### src/rtl/load_store_unit.sv
// RV32I load/store unit: aligns stores, extends loads, drives a req/gnt/rvalid data bus.
// Optional watchdog abort enabled by defining LSU_TIMEOUT_EN.
module load_store_unit #(
  parameter int ADDR_WIDTH     = 32,
  parameter int TIMEOUT_CYCLES = 16
) (
  input  logic                  clk_i,
  input  logic                  rst_i,
  input  logic                  req_valid_i,
  output logic                  req_ready_o,
  input  logic                  is_store_i,
  input  logic [2:0]            funct3_i,
  input  logic [ADDR_WIDTH-1:0] addr_i,
  input  logic [31:0]           wdata_i,
  output logic                  mem_req_o,
  output logic                  mem_we_o,
  output logic [ADDR_WIDTH-1:0] mem_addr_o,
  output logic [3:0]            mem_wstrb_o,
  output logic [31:0]           mem_wdata_o,
  input  logic                  mem_gnt_i,
  input  logic                  mem_rvalid_i,
  input  logic [31:0]           mem_rdata_i,
  output logic                  rsp_valid_o,
  output logic [31:0]           rsp_rdata_o,
  output logic                  misalign_o,
  output logic                  bus_err_o
);

  localparam logic [2:0] S_IDLE  = 3'd0;
  localparam logic [2:0] S_REQ   = 3'd1;
  localparam logic [2:0] S_WAIT  = 3'd2;
  localparam logic [2:0] S_DONE  = 3'd3;
  localparam logic [2:0] S_FAULT = 3'd4;

  logic [2:0]            r_state;
  logic                  r_we;
  logic [ADDR_WIDTH-1:0] r_addr;
  logic [3:0]            r_wstrb;
  logic [31:0]           r_wdata;
  logic [2:0]            r_funct3;
  logic [31:0]           r_rdata;
  logic                  r_bus_err;

  logic                  w_accept;
  logic                  w_legal;
  logic                  w_misalign;
  logic [3:0]            w_strb;
  logic [31:0]           w_lane_data;
  logic [31:0]           w_shifted;
  logic [31:0]           w_ld_ext;
  logic                  w_timeout;

  assign w_accept = req_valid_i && (r_state == S_IDLE);

  // Request decode: legality, alignment and store lane placement.
  always_comb begin
    // NOTE: every output of this block gets a default first so no latch is inferred.
    w_legal     = 1'b0;
    w_strb      = 4'hF;
    w_lane_data = wdata_i;
    case (funct3_i)
      3'b000, 3'b001, 3'b010: w_legal = 1'b1;
      3'b100, 3'b101:         w_legal = !is_store_i;
      default:                w_legal = 1'b0;
    endcase
    w_misalign = ((funct3_i[1:0] == 2'b01) && addr_i[0]) ||
                 ((funct3_i[1:0] == 2'b10) && (addr_i[1:0] != 2'b00));
    case (funct3_i[1:0])
      2'b00: begin
        w_strb      = 4'b0001 << addr_i[1:0];
        w_lane_data = {4{wdata_i[7:0]}};
      end
      2'b01: begin
        w_strb      = 4'b0011 << addr_i[1:0];
        w_lane_data = {2{wdata_i[15:0]}};
      end
      default: begin
        w_strb      = 4'hF;
        w_lane_data = wdata_i;
      end
    endcase
  end

  // Load extraction uses the registered offset and width, not the live core inputs.
  assign w_shifted = mem_rdata_i >> {r_addr[1:0], 3'b000};

  always_comb begin
    w_ld_ext = mem_rdata_i;
    case (r_funct3)
      3'b000:  w_ld_ext = {{24{w_shifted[7]}}, w_shifted[7:0]};
      3'b001:  w_ld_ext = {{16{w_shifted[15]}}, w_shifted[15:0]};
      3'b100:  w_ld_ext = {24'h0, w_shifted[7:0]};
      3'b101:  w_ld_ext = {16'h0, w_shifted[15:0]};
      default: w_ld_ext = mem_rdata_i;
    endcase
  end

`ifdef LSU_TIMEOUT_EN
  localparam int CNT_W = $clog2(TIMEOUT_CYCLES + 1);
  logic [CNT_W-1:0] r_cnt;

  // Fires on the TIMEOUT_CYCLES-th REQ/WAIT cycle when the bus has not completed.
  assign w_timeout = ((r_state == S_REQ) || (r_state == S_WAIT)) &&
                     (r_cnt == CNT_W'(TIMEOUT_CYCLES - 1));

  always_ff @(posedge clk_i) begin
    if (rst_i) begin
      r_cnt <= '0;
    end else if (w_accept) begin
      r_cnt <= '0;
    end else if ((r_state == S_REQ) || (r_state == S_WAIT)) begin
      r_cnt <= r_cnt + 1'b1;
    end
  end
`else
  assign w_timeout = 1'b0;
`endif

  always_ff @(posedge clk_i) begin
    // NOTE: sequential state uses non-blocking assignments so all registers update together.
    if (rst_i) begin
      r_state   <= S_IDLE;
      r_we      <= 1'b0;
      r_addr    <= '0;
      r_wstrb   <= 4'h0;
      r_wdata   <= 32'h0;
      r_funct3  <= 3'b000;
      r_rdata   <= 32'h0;
      r_bus_err <= 1'b0;
    end else begin
      case (r_state)
        S_IDLE: begin
          if (w_accept) begin
            r_we      <= is_store_i;
            r_addr    <= addr_i;
            r_wstrb   <= is_store_i ? w_strb : 4'h0;
            r_wdata   <= w_lane_data;
            r_funct3  <= funct3_i;
            r_rdata   <= 32'h0;
            r_bus_err <= 1'b0;
            r_state   <= (!w_legal || w_misalign) ? S_FAULT : S_REQ;
          end
        end
        S_REQ: begin
          if (mem_gnt_i) begin
            if (r_we) begin
              r_state <= S_DONE;
            end else if (mem_rvalid_i) begin
              r_rdata <= w_ld_ext;
              r_state <= S_DONE;
            end else begin
              r_state <= S_WAIT;
            end
          end else if (w_timeout) begin
            r_bus_err <= 1'b1;
            r_state   <= S_DONE;
          end
        end
        S_WAIT: begin
          if (mem_rvalid_i) begin
            r_rdata <= w_ld_ext;
            r_state <= S_DONE;
          end else if (w_timeout) begin
            r_bus_err <= 1'b1;
            r_state   <= S_DONE;
          end
        end
        S_DONE:  r_state <= S_IDLE;
        S_FAULT: r_state <= S_IDLE;
        default: r_state <= S_IDLE;
      endcase
    end
  end

  // Bus fields are only driven while a request is on the bus.
  assign req_ready_o = (r_state == S_IDLE);
  assign mem_req_o   = (r_state == S_REQ);
  assign mem_we_o    = mem_req_o && r_we;
  assign mem_addr_o  = mem_req_o ? {r_addr[ADDR_WIDTH-1:2], 2'b00} : '0;
  assign mem_wstrb_o = mem_req_o ? r_wstrb : 4'h0;
  assign mem_wdata_o = mem_req_o ? r_wdata : 32'h0;
  assign rsp_valid_o = (r_state == S_DONE) || (r_state == S_FAULT);
  assign rsp_rdata_o = (r_state == S_DONE) ? r_rdata : 32'h0;
  assign misalign_o  = (r_state == S_FAULT);
  assign bus_err_o   = (r_state == S_DONE) && r_bus_err;

endmodule

### config.mk
export PLATFORM = sky130hd
export DESIGN_NAME = load_store_unit
export DESIGN_NICKNAME = d
export VERILOG_FILES = /design/src/rtl/load_store_unit.sv
export SDC_FILE = /design/constraint.sdc
export NUM_CORES = 1
export LEC_CHECK = 0
export CORE_UTILIZATION = 40
export DETAILED_ROUTE_END_ITERATION = 10
export PLACE_DENSITY = 0.87
export SLEW_MARGIN = 20
export SYNTH_ARGS = -nofsm -noshare
export SYNTH_HDL_FRONTEND = slang
export SYNTH_SLANG_ARGS = --single-unit
### constraint.sdc
create_clock -name clk_i -period 2 [get_ports clk_i]
set_clock_uncertainty 0.15 [all_clocks]
set_input_delay 0.4 -clock clk_i [delete_from_list [all_inputs] [get_ports clk_i]]
set_output_delay 0.4 -clock clk_i [all_outputs]
set_load 0.05 [all_outputs]
==> metrics.txt <==
Slew HR 0.5758; min Tclk post-route approximately 2.2 ns; Crit path arrival time about 1.6 ns; mapped cell area ~0.0054 sq mm; Area contributors post-synth dfxtp_1 40%, and2_1 12%, nand2_1 9.8%; post-route ant nets 0; TNS Setup -13.35 ns; critical path startpoint category flip-flop; P_leak 3.960 nW; Clock Power Share 0.299; cell accounting for the most synthesized area dfxtp_1; Layout area overhead 83.03%; RSZ-0062 raised after global routing yes; Clk Latency, worst-skew pair roughly 0.35 ns; DR WL/cell around 19 microns; Combinational Power Share 0.307; Sink Count between 100 and 150; hold_buf cts 0; crit path max fanout 17; Crit. Startpoint r_state[1]$_SDFFE_PP0P_; worst slew pin tran 0.6363 ns; final design utilization 0.7477; Die ar. roughly 0.014 sq mm; vias in the first global route ~6000; Final Hold Fails 0; share of cells above drive strength 1 0.3474; die width about 120 microns; status finished with violations; RD Place Congestion between 0.9 and 1; placed insts between 1000 and 1500; num ports ~210; Crit path required time roughly 1.5 ns; Pwr Total 6.158 mW; fin crit share 1.083; HP Start mem_rdata_i[31]; Psw ~2.0 mW; total number of vias 6131; CTS tree built; Fmax achieved ~460 MHz; post-route setup slack -0.1669 ns; drt pass-1 iters 6; post-synthesis cell count about 680; root buffer cell clkbuf_16; post-DP HPWL 13.13 mm; type of the most critical hold path in2reg; CTS Buffer Depth 2; CP Class reg2out; DR DRC count 0; total CTS buffers 9; Sw Share 0.3170; DRT iter0 DRCs 647; Crit-path slowest cell dfxtp_4; row cnt 42; FFs w/ async S/R, synth 0; Post-layout nets between 1000 and 1500; height of the die between 100 and 150 microns; core footprint about 0.013 sq mm; Cell Int Power 4.206 mW; sequential power share 0.394; initial core utilization 0.4085; Area after DPL around 0.009 sq mm; crit-path cells nor3_4 > buf_12 > clkbuf_16 > and2_4 > buf_12; Worst-path clk slew about 0.070 ns; All-Layer GR Usage 0.2782; Avg Cell Area, Syn a little under 8 sq um; Synth Warn # 0; Vias/cell 5.574; Port Buf Inserts 207; register bit total from synthesis 107; layout filler cell count between 800 and 900; H-tree levels 3; DRT Wirelength 20.93 mm; antenna cell count 0; crit-path max cell delay between 0.3 and 0.4 ns; grt total ovfl 0; Hold WS ~0.22 ns; first-pass GRT wire length 30.88 mm; power per cell area 621.9 mW/mm^2; Seq/Total Area, Yosys 0.3959; Max-Cap Viols 0; Main synth FF type dfxtp_1; initial antenna violation count 0; Yosys cell types 45; Worst Setup End Kind output port; most used cell, CP buf_12; Slew Viols, Final 0; final std cells w/o fill 1100; pin count of the biggest net entering global routing 70; EDFF count, synth 0; commonest cells after routing, fill and taps aside 140 x nand2_1, 111 x buf_12, 103 x dfxtp_1; violated checks negative setup slack; # setup viols final between 100 and 150; fin area around 0.01 sq mm; Setup Slack @ Placement -0.7117 ns; share of the synthesized area in the top cell type 0.3959; r2r startpoint r_state[2]$_SDFFE_PP0P_; commonest non-fill, non-tap cell in the layout nand2_1; Max VDD drop ~560 uV
## per-layer routing
metal	wire length, microns	global-route usage	vias up
met1	7605	0.3108	2858
met4	975	0.1274	0
met5	0	0	-
li1	-	-	2796
met2	10420	0.4857	378
met3	1928	0.08108	99
## power groups by stage
stage          sequential, mW  clock, mW  combinational, mW
6_report                 2.43       1.84               1.89
5_1_grt                  2.44       1.94               2.01
4_1_cts                  2.41       1.85               1.71
3_5_place_dp             2.45          0               1.66
3_3_place_gp             2.44          0               1.62
2_1_floorplan            2.41          0              0.909
## cells in the mapped netlist (2+ instances only)
| master | instances |
|---|---|
| nor2b_1 | 6 |
| nand2b_1 | 2 |
| nor3_1 | 2 |
| buf_2 | 17 |
| mux2i_1 | 24 |
| a221o_1 | 23 |
| o21ai_0 | 36 |
| inv_1 | 5 |
| and2_1 | 108 |
| dfxtp_1 | 107 |
| buf_4 | 6 |
| mux2_4 | 2 |
| a311oi_1 | 8 |
| buf_6 | 2 |
| a21oi_1 | 67 |
| nor2_1 | 41 |
| a211oi_1 | 8 |
| o2bb2ai_1 | 8 |
| clkbuf_1 | 35 |
| buf_1 | 2 |
| o211ai_1 | 11 |
| nand2_1 | 141 |
## flip-flops by register name (all words and copies together) (netlist names)
| register | cells |
|---|---|
| r_wstrb | 4 |
| r_state | 3 |
| r_wdata | 32 |
| r_we | 1 |
| r_funct3 | 3 |
| r_rdata | 32 |
| r_addr | 32 |
## critical path: cells and delay by family (launching register included)
family	cells	cell delay [ns]
buffers and inverters	3	0.49
DFF	1	0.37
and+or+nand+nor	2	0.39
## final timing paths
kind	cells past startpoint	slack, ns	to
worst max-delay path	5	-0.17	mem_addr_o[17]
worst min-delay path	2	0.22	r_rdata[31]$_SDFFE_PP0P_
worst max register to register	6	-0.01	r_rdata[28]$_SDFFE_PP0P_
worst min register to register	2	0.31	r_addr[15]$_SDFFE_PP0P_
## repair_timing
| action | CTS | global route |
|---|---|---|
| setup endpoints to repair | 124 | 119 |
| gates cloned | 3 | 4 |
| resized for setup | 27 | 84 |
| setup buffers | 11 | 4 |
| pin swaps | 19 | 29 |
## cells by family after synthesis
logic type | Yosys count | share of synthesized area
AO/OA/AOI/OAI | 172 | 0.2123
AND/OR/NAND/NOR | 311 | 0.2838
flip-flops | 107 | 0.3959
multiplexers | 26 | 0.04995
buffers and inverters | 67 | 0.05735
other | 1 | 0.0006931
## layout make-up
type,instances,area (sq um),share of cell area
Multi-Input combinational cell,512,3288,0.3321
Sequential cell,107,2155,0.2176
Timing Repair Buffer,284,3918,0.3956
Clock buffer,10,239.0,0.02413
Tap cell,176,220.2,0.02224
Clock inverter,6,63.81,0.006444
Inverter,5,18.77,0.001895
No activity file was read; power rests on OpenSTA's default activity.
